**config.mk**
```make
export PLATFORM = sky130hd
export DESIGN_NAME = mult_seq_mnbit
export DESIGN_NICKNAME = d
export VERILOG_FILES = /design/src/rtl/mult_seq_mnbit.sv
export SDC_FILE = /design/constraint.sdc
export NUM_CORES = 1
export LEC_CHECK = 0
export CAP_MARGIN = 10
export CELL_PAD_IN_SITES_DETAIL_PLACEMENT = 0
export CELL_PAD_IN_SITES_GLOBAL_PLACEMENT = 1
export CORE_UTILIZATION = 34
export CTS_BUF_LIST = sky130_fd_sc_hd__clkbuf_8
export CTS_CLUSTER_SIZE = 12
export DETAILED_ROUTE_END_ITERATION = 8
export PLACE_DENSITY_LB_ADDON = 0.1
export RECOVER_POWER = 100
export SYNTH_ARGS = -nofsm -noshare
export SYNTH_HDL_FRONTEND = slang
export SYNTH_SLANG_ARGS = --single-unit
export TNS_END_PERCENT = 100
```
**constraint.sdc**
```tcl
create_clock -name clk -period 2.65 [get_ports clk]
set_input_delay 0.265 -clock clk [delete_from_list [all_inputs] [get_ports clk]]
set_output_delay 0.265 -clock clk [all_outputs]
set_load 0.02 [all_outputs]
```
**src/rtl/mult_seq_mnbit.sv**
```systemverilog
// Sequential shift-and-add multiplier: one multiplier bit per clock, M+N-bit product,
// unsigned or two's-complement operands selected per operation, start/done handshake.
//
// state | meaning
// IDLE  | waiting for start
// RUN   | iterating over multiplier bits, count = 0..N-1
// DONE  | one-cycle result pulse; may accept a new start
module mult_seq_mnbit #(
    parameter int M = 4,
    parameter int N = 4
) (
    input  logic             clk,
    input  logic             rst,
    input  logic             start,
    input  logic             sgn,
    input  logic [M-1:0]     a,
    input  logic [N-1:0]     b,
    output logic             busy,
    output logic             done,
    output logic [M+N-1:0]   prod
);

    localparam int W  = M + N;
    localparam int CW = $clog2(N);

    typedef enum logic [1:0] {
        IDLE = 2'd0,
        RUN  = 2'd1,
        DONE = 2'd2
    } state_t;

    state_t          state;
    logic [M-1:0]    a_r;
    logic [N-1:0]    b_r;
    logic            sgn_r;
    logic [W-1:0]    acc;
    logic [CW-1:0]   count;

    logic [W-1:0]    a_ext;
    logic [W-1:0]    addend;
    logic [W-1:0]    acc_next;
    logic            last;
    logic            accept;

    // In signed mode the multiplier MSB carries weight -2^(N-1), hence the subtract.
    always_comb begin
        a_ext    = sgn_r ? {{N{a_r[M-1]}}, a_r} : {{N{1'b0}}, a_r};
        addend   = a_ext << count;
        last     = (count == CW'(N - 1));
        acc_next = acc;
        if (b_r[count]) begin
            acc_next = (sgn_r && last) ? (acc - addend) : (acc + addend);
        end
    end

    assign accept = start && ((state == IDLE) || (state == DONE));

    always_ff @(posedge clk or posedge rst) begin
        if (rst) begin
            state <= IDLE;
            a_r   <= '0;
            b_r   <= '0;
            sgn_r <= 1'b0;
            acc   <= '0;
            count <= '0;
            busy  <= 1'b0;
            done  <= 1'b0;
            prod  <= '0;
        end else if (accept) begin
            a_r   <= a;
            b_r   <= b;
            sgn_r <= sgn;
            acc   <= '0;
            count <= '0;
            state <= RUN;
            busy  <= 1'b1;
            done  <= 1'b0;
        end else if (state == RUN) begin
            acc <= acc_next;
            if (last) begin
                prod  <= acc_next;
                state <= DONE;
                busy  <= 1'b0;
                done  <= 1'b1;
            end else begin
                count <= count + CW'(1);
            end
        end else begin
            state <= IDLE;
            done  <= 1'b0;
        end
    end

endmodule

```
==> results of run 1 <==
-- cell families (layout without fill, tap and decap cells) --
| kind of cell | count (synthesis) | after routing | synth area share |
|---|---|---|---|
| muxes | 8 | 8 | 0.0524 |
| buffers and inverters | 21 | 90 | 0.0497 |
| xor gates and xnor gates | 10 | 10 | 0.0464 |
| AOI/OAI and AO/OA | 59 | 59 | 0.189 |
| DFF | 30 | 30 | 0.398 |
| adders and majority gates | 8 | 8 | 0.0570 |
| and+or+nand+nor | 91 | 91 | 0.208 |
-- per-stage QoR --
stage,std cells,cell area [sq um],setup TNS [ns],hold slack [ns]
3_3_place_gp,350,2490,-0.381,0.460
6_report,366,2880,-0.128,0.476
2_1_floorplan,227,1930,-0.244,0.356
4_1_cts,361,2660,-0.247,0.356
3_5_place_dp,350,2490,-0.516,0.464
5_1_grt,366,2880,-1.10,0.496
-- how the worst max path moves through the flow --
stage                         end  cells after the start
after floorplan            acc[6]                     14
after global placement    prod[7]                     15
after detailed placement  prod[7]                     15
after CTS                 prod[7]                     15
after global routing       acc[7]                     15
final                     prod[7]                     15
-- routing by layer --
| layer | up-vias | track usage | wire [um] |
|---|---|---|---|
| li1 | 910 | - | - |
| met1 | 832 | 0.232 | 2350 |
| met2 | 18 | 0.292 | 2420 |
| met3 | 6 | 0.0383 | 109 |
| met4 | 0 | 0.0519 | 53 |
| met5 | - | 0 | 0 |
-- sequential cells by signal (all words and copies together) (netlist names) --
name and flops:
b_r 4, prod 8, a_r 4, sgn_r 1, state 1, acc 8
done 1, count 2, busy 1
-- cell usage in the layout (no fill, tap or decap), types with 3 or more instances in the layout --
master                            netlist  final
sky130_fd_sc_hd__nor2_2                 0      3
sky130_fd_sc_hd__xnor2_1                4      4
sky130_fd_sc_hd__buf_6                  1      7
sky130_fd_sc_hd__nand2_1               56     53
sky130_fd_sc_hd__o21ai_1                2      7
sky130_fd_sc_hd__dfrtp_1               30     26
sky130_fd_sc_hd__nor2_4                 0      3
sky130_fd_sc_hd__a21oi_2                0      8
sky130_fd_sc_hd__a32o_1                 3      3
sky130_fd_sc_hd__clkbuf_8               0      6
sky130_fd_sc_hd__dfrtp_2                0      4
sky130_fd_sc_hd__o21ai_4                0      3
sky130_fd_sc_hd__nand2b_1               4      3
sky130_fd_sc_hd__xor2_1                 6      6
sky130_fd_sc_hd__clkdlybuf4s50_1        0     19
sky130_fd_sc_hd__a21oi_4                0      3
sky130_fd_sc_hd__buf_4                  1     43
sky130_fd_sc_hd__o21ai_0               22     13
sky130_fd_sc_hd__a21oi_1               18      7
sky130_fd_sc_hd__mux2i_1                4      4
sky130_fd_sc_hd__ha_1                   7      5
sky130_fd_sc_hd__nor2_1                17     11
sky130_fd_sc_hd__inv_1                  9      8
sky130_fd_sc_hd__nand3_1                3      3
sky130_fd_sc_hd__nor2b_1                4      3
-- final cells by class --
cell class / count / area share
multi-input cells: 176 / 0.447
flip-flops and latches: 30 / 0.263
repair buffers: 73 / 0.215
well taps: 70 / 0.0304
clock buffers: 6 / 0.0287
inverters: 9 / 0.0117
clock inverters: 2 / 0.00435
-- critical path, stage by stage (launching register included) --
cell	delay [ns]
sky130_fd_sc_hd__dfrtp_2	0.45
sky130_fd_sc_hd__mux2_2	0.38
sky130_fd_sc_hd__nand2_1	0.09
sky130_fd_sc_hd__o21ai_2	0.06
sky130_fd_sc_hd__inv_1	0.07
sky130_fd_sc_hd__a21oi_2	0.06
sky130_fd_sc_hd__xor2_1	0.16
sky130_fd_sc_hd__ha_1	0.34
sky130_fd_sc_hd__a21oi_2	0.17
sky130_fd_sc_hd__o21ai_2	0.08
sky130_fd_sc_hd__a21oi_2	0.12
sky130_fd_sc_hd__buf_4	0.13
sky130_fd_sc_hd__a21oi_4	0.03
sky130_fd_sc_hd__o21ai_4	0.19
sky130_fd_sc_hd__xor2_1	0.18
sky130_fd_sc_hd__o21ai_1	0.07
-- what timing repair did --
item	in CTS	in global routing
pin swaps	17	26
buffers inserted	3	6
gates cloned	0	0
endpoints found under the setup margin	5	10
resized for setup	15	48
==> impl.org, run 1 <==
** Status
- The run finished, with violations left.
- Violated checks :: max-capacitance violations, max-slew violations, negative setup slack

** STA
- Number of endpoints with negative hold slack in the final report :: 0
- Setup repair after global routing could not meet its margin everywhere.
- Clock skew on the completed layout was measured at 0.00469 ns.
- Maximum clock rate :: 370 MHz
- Dividing the final minimum period by the clock period gives 1.02.
- The max-slew violation count came to 31.
- Post-layout worst setup margin :: -0.0499 ns
- Final critical delay including setup and external delays :: 2.70 ns
- Transition time at the pin with the least slew margin :: 1.62 ns
- Measured against its own limit, the worst slew margin works out to -0.0787.
- Final setup vio count :: 4

** Clock tree
- The H-tree was split into 2 levels.
- TritonCTS built the clock tree.
- Clock-pin slew was measured on the worst setup and hold paths at 0.07 ns.
- Worst-Skew Late Latency :: 0.29 ns
- The longest clock path from root to sink contains 2 buffers.
- Number of buffers added by the clock tree synthesis step :: 5
- Hold-fix buffer count after cts :: 0
- Root buffer cell :: sky130_fd_sc_hd__clkbuf_8
- Clock tree synthesis found a total of 30 sinks.

** Place
- Placement Setup Slack :: -0.204 ns
- Number of buffers added on ports :: 21
- Routability-driven placement finished with a final weighted congestion of 0.848.
- The wire-length estimate of the detail-placed layout is 3590 um.

** Critical path
- The critical path starts at count[0].
- Counting cells, the worst reg-to-reg path comes to 15.
- Reg-to-reg endpoint :: prod[7]
- The critical path is of the reg2reg type.
- For the worst setup path, the data arrival time is 2.87 ns.
- CP startpoint kind :: register
- Required time of the worst setup path :: 2.82 ns
- Type of destination of the critical path :: register
- Worst r2r src :: count[0]
- Along the worst path, the maximum fanout reaches 6.
- R2R Setup Slk :: -0.05 ns

** Min path
- The worst hold path belongs to the class reg2reg.
- Along the worst hold path, the cell count comes to 2.
- Startpoint of the worst hold path :: b_r[3]
- The path with the worst hold slack has its endpoint at b_r[3].

** Floorplanning
- Placement Rows :: 26
- Total core area :: 5240 sq um
- The die covers 5860 sq um.
- Horiz. Die Dim :: 76.5 um
- 22 I/O pins were placed.
- Die Height :: 76.5 um
- Initial cell density of the core :: 0.360

** Yosys
- Each instance of the synthesized netlist takes up on average 8.32 sq um.
- The synthesized design spends more area on one cell type than any other, namely sky130_fd_sc_hd__dfrtp_1.
- In the post-synthesis netlist, the cell with the most instances is sky130_fd_sc_hd__nand2_1.
- The number of different library cells used by synthesis comes to 40.
- In the synthesized netlist, the number of instances is 227.
- Dominant synthesized flop cell :: sky130_fd_sc_hd__dfrtp_1
- Cell area after technology mapping :: 1890 sq um
- During synthesis, Yosys emitted a total of 0 warnings.
- Share of async-settable or async-resettable flops after synthesis :: 1.00
- Top-area cell type share of the netlist area :: 0.398
- The commonest cells after synthesis are sky130_fd_sc_hd__nand2_1 (56), sky130_fd_sc_hd__dfrtp_1 (30), sky130_fd_sc_hd__o21ai_0 (22), sky130_fd_sc_hd__a21oi_1 (18), sky130_fd_sc_hd__nor2_1 (17).
- #FFs+latches synth :: 30
- Number of enable-type register cells in the synthesized netlist :: 0
- Counting every net in the synthesized netlist gives 247.
- After synthesis, the cell types taking the most area are sky130_fd_sc_hd__dfrtp_1 (40%), sky130_fd_sc_hd__nand2_1 (11%), sky130_fd_sc_hd__o21ai_0 (5.8%).
- For this run, the register share of the synthesized area comes to 0.398.

** Finish
- In the final layout, the share of cells above drive strength 1 is 0.358.
- 0 antenna diodes ended up in the layout.
- Once layout is complete, the utilization of the core stands at 0.549.
- From synthesis to final layout, the design area changed by 52.4%.
- In the final layout, the multi-input gates occupy 1290 sq um.
- The final layout contains 315 nets.
- Summing all flip-flop and latch instances after layout gives 756 sq um.
- After filler insertion, the fill cell instance count of the layout stands at 494.

** Global routing
- Global-route wire length before repair :: 8130 um
- Final global-route overflow total :: 0
- For this run, the total global-route usage over all layers was measured as 0.177.
- Number of antenna violations at the first check in global routing :: 0
- Via count of the first global-routing pass :: 1,708
- Entering global routing, the biggest net connects 31 pins.

** Route
- In the final routed layout, each cell accounts on average for 13.5 um.
- Number of violations reported at the end of detailed-routing iteration 0 :: 65
- Ratio of routed vias to standard cells :: 4.83
- Post-route DRC violation count :: 0
- Final wirelength :: 4930 um
- Vias after detailed routing :: 1,766
- Once detail routing completed, the nets flagged for antenna violations numbered 0.
- Number of iterations in the first detailed-routing pass :: 4

** Job
- Max-cap violation count :: 1
Power of run 1 is not shown: default switching activity piles up to over one toggle a cycle in this logic, so the estimate is an artifact.
==> inputs of run 2 (changes only) <==
PLACE_DENSITY = 0.67   (was unset)
PLACE_DENSITY_LB_ADDON = unset   (was 0.1)
==> impl.org, run 2 (synthesized netlist as in run 1, its figures left out) <==
** Critical path
- The critical-path cell with the highest stage delay was sky130_fd_sc_hd__dfrtp_2 (unchanged).
- Required time of the worst setup path :: 2.83 ns (was 2.82 ns)
- The largest incremental delay on the critical path was 0.47 ns (was 0.45 ns).
- The data arrival time of the worst path was 2.89 ns (was 2.87 ns).
- WS Path Type :: reg2reg (unchanged)
- Worst-path fanout max :: 6 (unchanged)
- The buffers plus inverters on the worst setup path is 0 (was 2).
- Type of destination of the critical path :: register (unchanged)
- The top cell family by delay on the critical path is compound AO/OA/AOI/OAI gates (unchanged).
- Cells along the critical path: ha_4 > and2_4 > a21oi_2 > o22a_1 > o221ai_2 > ha_1 > nor2b_1 > o21ai_1 > a21boi_1 > o21a_1 > nor2_2 > xnor2_1 > a32o_1 (was mux2_2 > nand2_1 > o21ai_2 > inv_1 > a21oi_2 > xor2_1 > ha_1 > a21oi_2 > o21ai_2 > a21oi_2 > buf_4 > a21oi_4 > o21ai_4 > xor2_1 > o21ai_1).
- The internal reg-to-reg setup slack is -0.07 ns (was -0.05 ns).
- The startpoint type of the worst setup path was a register (unchanged).

** Clock tree
- Root buffer cell :: sky130_fd_sc_hd__clkbuf_8 (unchanged)
- Number of buffers added by the clock tree synthesis step :: 5 (unchanged)
- Worst-Skew Late Latency :: 0.29 ns (about the same)
- The CTS H-tree depth was 2 (unchanged).
- Maximum clock insertion buffer count :: 2 (unchanged)
- The number of sinks driven by the clock tree came to 30 (unchanged).
- TritonCTS clock tree :: done (unchanged)
- Clock-pin slew on the worst setup and hold paths :: 0.06 ns (was 0.07 ns)

** STA
- RSZ-0062 raised after global routing :: true (unchanged)
- The worst-case headroom to the max-slew limit was 0.430 (was -0.0787).
- Final critical delay including setup and external delays :: 2.72 ns (was 2.70 ns)
- Worst clock skew :: 0.00595 ns (was 0.00469 ns)
- Final period utilization :: 1.03 (was 1.02)
- The final setup violation count came to 5 (was 4).
- Maximum clock rate :: 368 MHz (was 370 MHz)
- Pins Over Slew Limit :: 0 (was 31)
- Transition time at the pin with the least slew margin :: 0.856 ns (was 1.62 ns)
- Post-layout worst setup margin :: -0.0665 ns (was -0.0499 ns)
- The final hold violation count was 0 (unchanged).
- Hold_ws :: 0.461 ns (was 0.476 ns)

** Min path
- Worst Hold Class :: in2async (was reg2reg)

** Floorplanning
- Initial cell density of the core :: 0.360 (unchanged)
- Die area :: 5860 sq um (unchanged)
- The die span in x was 76.5 um (unchanged).
- The I/O pin count was 22 (unchanged).
- The core area is 5240 sq um (unchanged).
- Die Height :: 76.5 um (unchanged)
- The row count came to 26 (unchanged).

** Route
- The number of nets with antenna violations after detailed routing is 0 (unchanged).
- Vias after detailed routing :: 1,718 (was 1,766)
- Post-route DRC violation count :: 0 (unchanged)
- The routed wirelength normalized by instance count came to 13.1 um (was 13.5 um).
- The first-iteration detailed-routing DRC count was 49 (was 65).
- Ratio of routed vias to standard cells :: 4.81 (was 4.83)
- Final wirelength :: 4690 um (was 4930 um)
- The number of search-and-repair iterations in the first detailed-routing pass was 4 (unchanged).

** Job
- The count of max-cap constraint violations is 0 (was 1).

** Finish
- Regs by FF count: acc (8), prod (8) (unchanged).
- Antenna cells :: 0 (unchanged)
- Ratio of cells with drive above 1 in the final layout :: 0.293 (was 0.358)
- The most frequent standard cell in the layout excluding fill and tap cells was sky130_fd_sc_hd__nand2_1 (unchanged).
- The fill cell total of the finished layout came to 527 (was 494).
- The final net count was 307 (was 315).
- Most used cells in the layout excluding fill and tap cells :: sky130_fd_sc_hd__nand2_1 (54), sky130_fd_sc_hd__buf_4 (37), sky130_fd_sc_hd__dfrtp_1 (28), sky130_fd_sc_hd__clkdlybuf4s50_1 (19), sky130_fd_sc_hd__o21ai_0 (17) (was sky130_fd_sc_hd__nand2_1 (53), sky130_fd_sc_hd__buf_4 (43), sky130_fd_sc_hd__dfrtp_1 (26), sky130_fd_sc_hd__clkdlybuf4s50_1 (19), sky130_fd_sc_hd__o21ai_0 (13))
- Synth-to-Final Area Change :: 43.7% (was 52.4%)

** Global routing
- The total overflow reported by the global router came to 0 (unchanged).
- Tot GR Track Use :: 0.179 (was 0.177)
- Via count of the first global-routing pass :: 1,791 (was 1,708)
- Pin count of the biggest net entering global routing :: 17 (was 31)
- Number of antenna violations at the first check in global routing :: 0 (unchanged)
- Global-route wire length before repair :: 8220 um (was 8130 um)

** Status
- Status :: finished, violations left (unchanged)
- Violated checks :: negative setup slack (was max-capacitance violations, max-slew violations, negative setup slack)

** Place
- Placement Setup Slack :: -0.224 ns (was -0.204 ns)
- The total half-perimeter wirelength after legalization and detailed placement came to 3550 um (was 3590 um).
- The global placer's final weighted congestion is 0.812 (was 0.848).
- Number of buffers added on ports :: 21 (unchanged)
run 2: cell count changes in the layout (fill, tap and decap cells not counted), sizes merged:
| cell | previous run | this run |
|---|---|---|
| buf | 50 | 42 |
| bufinv | 0 | 1 |
| clkinv | 1 | 0 |
| clkinvlp | 1 | 0 |
run 2: path summary, 6_finish.rpt:
check                          from  endpoint  depth (start not counted)
min                             rst      done                          2
max reg2reg                count[0]    acc[6]                         13
min in group clk            prod[6]   prod[6]                          2
min reg2reg                 prod[6]   prod[6]                          2
max                        count[0]    acc[6]                         13
max in group asynchronous       rst    acc[0]                          3
run 2: cell type report:
cell class,count,area [sq um],share of cell area
Clock buffer,6,82.6,0.0304
Clock inverter,1,30.0,0.0111
Inverter,9,33.8,0.0125
Multi-Input combinational cell,176,1170,0.433
Sequential cell,30,753,0.278
Tap cell,70,87.6,0.0323
Timing Repair Buffer,65,552,0.203
run 2: worst register-to-register path, delay by kind of cell, from the launching register on:
kind | cells | cell delay (ns)
flip-flops | 1 | 0.47
AND/OR/NAND/NOR | 3 | 0.47
adder cells (fa/ha/maj) | 2 | 0.51
AO/OA/AOI/OAI | 7 | 1.07
XOR/XNOR | 1 | 0.09
run 2: layer usage:
layer	vias up	routed length [um]	GRT usage	share of wire
li1	887	-	-	-
met5	-	0	0	0
met4	0	51	0.0462	0.011
met3	8	147	0.0431	0.031
met2	22	2260	0.305	0.48
met1	801	2240	0.226	0.48
run 2: stage by stage:
step	util	std cells	setup TNS, ns	area, sq um
floorplan	-	227	-0.244	1930
global placement	0.471	347	-0.500	2470
detailed placement	0.471	347	-0.588	2470
CTS	0.508	356	-0.146	2660
global route	0.518	357	-1.09	2710
finish	0.518	357	-0.240	2710
run 2: what timing repair did:
item,4_1_cts,5_1_grt
pin swaps,15,14
endpoints found under the setup margin,6,8
resized for setup,17,16
buffers inserted,2,1
cloned,0,0
hold buffers,0,0
Power of run 2 is left out for the same reason.
==> inputs of run 3 (changes only) <==
CAP_MARGIN = 20   (was 10)
==> results of run 3 <==
Same layout as run 2: the final DEF is identical, and so are final timing and power.
Power of run 3 is left out for the same reason.
==> variant 1: new RTL, settings of run 3 <==
Add an input register stage for `start`, `sgn`, `a` and `b`; this delays them by one clock. Comments in the files are not updated.
--- a/src/rtl/mult_seq_mnbit.sv
+++ b/src/rtl/mult_seq_mnbit.sv
@@ -31,2 +31,14 @@
 
+    logic start_q;
+    logic sgn_q;
+    logic [M-1:0] a_q;
+    logic [N-1:0] b_q;
+
+    always_ff @(posedge clk) begin
+        start_q <= start;
+        sgn_q   <= sgn;
+        a_q     <= a;
+        b_q     <= b;
+    end
+
     state_t          state;
@@ -55,3 +67,3 @@
 
-    assign accept = start && ((state == IDLE) || (state == DONE));
+    assign accept = start_q && ((state == IDLE) || (state == DONE));
 
@@ -69,5 +81,5 @@
         end else if (accept) begin
-            a_r   <= a;
-            b_r   <= b;
-            sgn_r <= sgn;
+            a_r   <= a_q;
+            b_r   <= b_q;
+            sgn_r <= sgn_q;
             acc   <= '0;
Behaviour: not the same (Yosys sat finds a counterexample within 4 cycles, from zero or initial values and one cycle with rst high).
==> variant 1 against run 3 <==
  * Design area up 8.3%
  * Wire length up 4.6%
  * Hold slack worse by 0.043 ns
  * Worst setup slack worse by 0.17 ns
  * Area after synthesis is 14% higher
  * The flow finishes with violations (capacitance limit, slew limit, setup timing)
  * Largest cell class unchanged
  * Sequential cell count up 10
  * Critical path type unchanged
Power is not shown: default switching activity piles up to over one toggle a cycle in this logic, so the estimate is an artifact.
==> variant 1: results (changes against run 3) <==
metric,value,unit,change
worst hold slack,0.418,ns,-0.0429 ns
vias in the first global route,1767,,-1.3%
Post-Synthesis Cells,233,,+2.6%
Synth Area in XOR/XNOR,0.0448,,-0.00154
clock skew,0.00326,ns,-0.00269 ns
postcts setup bufs,1,,-1
mux cell area share after synthesis,0.0623,,+0.00997
largest fanout on the critical path,5,,-1
Max Cap Viol,1,,+1
"Async S/R FF share, synth",0.750,,-0.250
share of layout cells above drive strength 1,0.286,,-0.00697
multi-input logic area,1230,um2,+4.7%
Final nets,306,,-0.33%
global-route wire length before repair,8.25,mm,+0.34%
CTS buffer count,5,,unchanged
Post-Synth Adder-Cell Area,0.0501,,-0.00690
"Setup violations, final",4,,-1
met3 usage,0.0389,,-0.00422
WP data arrival,3.06,ns,+0.17 ns
Crit path largest cell delay,0.44,ns,-0.03 ns
Synth cell types,44,,+10%
placed cells,352,,+1.4%
sequential area share after synthesis,0.443,,+0.0450
gr usage total,0.168,,-0.0104
Worst-path clk slew,0.09,ns,+0.03 ns
M1 WL,2.54,mm,+14%
Slew Limit Headroom,-0.162,,-0.591
status,"finished, violations left",,
DP Area,2690,um2,+9.2%
# fillers,558,,+5.9%
top cell types by occurrence after synthesis,"56 x nand2_1, 30 x dfrtp_1, 20 x o21ai_0, 15 x a21oi_1",,
post-CTS sizing,6,,-11
Place WS,-0.236,ns,-0.0114 ns
vias per cell,4.80,,-0.29%
largest net degree at the start of global routing,31,,+14
Global Route met1 Usage,0.230,,+0.00469
Fin Setup TNS,-0.743,ns,-0.503 ns
antenna cells,0,,unchanged
post-route setup slack,-0.234,ns,-0.168 ns
max-slew violations,31,,+31
Post-DP HPWL,3.56,mm,+0.26%
GPL Wtd Cong,0.803,,-1.1%
failing checks,"capacitance limit, slew limit, setup timing",,
worst min path class,flip-flop to flip-flop,,
met2 GRT Util,0.263,,-0.0420
Compound-Gate Fraction of Synth Area,0.164,,-0.0246
Post-Route WL,4.91,mm,+4.6%
syn_nets,253,,+2.4%
drt wl/cell,13.6,um,+3.2%
largest cells by area after synthesis,"dfrtp_1 35%, nand2_1 9.8%, dfxtp_1 9.3%, o21ai_0 4.7%, ha_1 4.1%",,
met2 wire len,2.24,mm,-0.62%
Met3 Wirelength,101,um,-31%
DRT iter0 DRCs,64,,+31%
## variant 1: cell types whose count changed after synthesis, moves of 2 or more
cell / delta
dfxtp_1: +10
nor2_1: -7
a21oi_1: -3
buf_2: +3
nand3b_1: +3
and3_1: -2
mux2_4: +2
o21a_1: +2
o21ai_0: -2
o21ai_1: -2
## variant 1: layout make-up
type | instances | share of cell area
multi-input combinational | 169 | 0.418
sequential | 40 | 0.324
timing repair buffer | 61 | 0.176
clock inverter | 3 | 0.0145
inverter | 9 | 0.0115
tap | 75 | 0.0319
clock buffer | 5 | 0.0234
## variant 1: worst paths after layout
kind	from	endpoint	slack, ns	cells past startpoint
max	count[1]	acc[7]	-0.23	14
min	b_q[3]	b_r[3]	0.42	2
max reg2reg	count[1]	acc[7]	-0.23	14
min reg2reg	b_q[3]	b_r[3]	0.42	2
max in group asynchronous	rst	count[1]	0.50	3
min in group asynchronous	rst	prod[6]	1.02	3
==> variant 2: new RTL, config.mk and constraints of run 3 <==
Made on the original files. `N`: 4 -> 2.
--- a/src/rtl/mult_seq_mnbit.sv
+++ b/src/rtl/mult_seq_mnbit.sv
@@ -9,3 +9,3 @@
     parameter int M = 4,
-    parameter int N = 4
+    parameter int N = 2
 ) (
Ports: changed (resized b and prod); port bits go from 22 to 18. No check against the original RTL was run, so the function may have changed too.
==> variant 2 against run 3 <==
  * Hold slack gained 0.027 ns
  * Worst setup slack gained 0.098 ns
  * Highest routed layer unchanged
  * Design area shrank 33%
  * Wire length shrank 30%
  * Sequential cell count shrank 7
  * Area after synthesis shrank 28%
  * Non-clock buffer count shrank 32
  * Critical path depth shrank 2
Power is left out: the tool's default activity adds up to more than one toggle a clock period on the data nets, which glitch-free logic cannot reach.
==> variant 2: results (changes against run 3) <==
metric,value,unit,change
r2r endpoint,prod[4],,
Crit Reg-Reg Startpoint,count,,
postcts setup bufs,3,,+1
WP data arrival,2.77,ns,-0.12 ns
post-CTS sizing,3,,-14
gr usage total,0.179,,-0.000287
R2R depth,11,,-2
reg-to-reg setup timing slack,0.03,ns,+0.10 ns
DRT iter0 DRCs,40,,-18%
global-route wire length before repair,5.78,mm,-30%
top cell types by occurrence after synthesis,"38 x nand2_1, 23 x dfrtp_1, 13 x o21ai_0, 10 x a21oi_1, 9 x inv_1",,
worst skew pair latency,0.27,ns,-0.02 ns
TritonRoute pass-1 iters,4,,unchanged
"Async S/R FF share, synth",1.00,,unchanged
Post-DP HPWL,2.26,mm,-36%
syn_nets,178,,-28%
largest cells by area after synthesis,"dfrtp_1 42%, nand2_1 10%, ha_1 5.5%, o21ai_0 4.8%, a21oi_1 3.7%",,
CTS buffer count,3,,-2
largest fanout on the critical path,4,,-2
top flop regs,"acc x6, prod x6, a_r x4",,
largest net degree at the start of global routing,24,,+7
vias per cell,5.08,,+5.6%
Place WS,-0.0616,ns,+0.163 ns
clock skew,0.00635,ns,+0.000406 ns
vias in the first global route,1226,,-32%
# fillers,361,,-31%
Synth cell types,33,,-18%
status,"finished, final reports clean",,
H-tree levels,1,,-1
worst min path class,flip-flop to flip-flop,,
Slew Limit Headroom,0.371,,-0.0582
buffers added on ports,17,,-19%
Final nets,208,,-32%
share of layout cells above drive strength 1,0.216,,-0.0769
DP Area,1650,um2,-33%
## variant 2: critical path: stages, from the launching register on
cell     delay, ns
dfrtp_2       0.47
mux2i_4       0.21
ha_4          0.18
or3_4         0.33
a21oi_2       0.13
a31oi_1       0.05
ha_1          0.36
nor2b_4       0.15
o21ai_2       0.16
nor3b_4       0.23
o31a_1        0.17
o21ai_1       0.06
## variant 2: logic make-up after synthesis
logic type	count (synthesis)	share of synthesized area
AOI/OAI and AO/OA	39	0.180
xor gates and xnor gates	1	0.00641
adders and majority gates	7	0.0695
buffers and inverters	17	0.0531
DFF	23	0.421
muxes	4	0.0302
and+or+nand+nor	70	0.240
## variant 2: metal layers
layer / GRT usage / part of all wire / up-vias
li1: - / - / 610
met1: 0.235 / 0.50 / 582
met2: 0.291 / 0.46 / 14
met3: 0.0208 / 0.020 / 4
met4: 0.0815 / 0.017 / 0
met5: 0 / 0 / -
## variant 2: stage by stage
stage                     hold WS [ns]  cells
after CTS                        0.493    235
after detailed placement         0.471    228
final                            0.488    238
after global routing             0.514    238
after floorplan                  0.267    161
after global placement           0.461    228
## variant 2: how the worst max path moves through the flow
stage,to,slack [ns],start
after floorplan,prod[4],0.008,count
after global placement,prod[4],-0.01,count
after detailed placement,prod[4],-0.06,count
after CTS,prod[4],0.01,count
after global routing,prod[4],-0.08,count
final,prod[4],0.03,count
## variant 2: layout make-up
| type | instances | area [um2] | area share |
|---|---|---|---|
| Clock buffer | 3 | 41.3 | 0.0226 |
| Clock inverter | 1 | 3.75 | 0.00205 |
| Inverter | 9 | 33.8 | 0.0185 |
| Multi-Input combinational cell | 121 | 823 | 0.450 |
| Sequential cell | 23 | 578 | 0.316 |
| Tap cell | 48 | 60.1 | 0.0328 |
| Timing Repair Buffer | 33 | 290 | 0.159 |
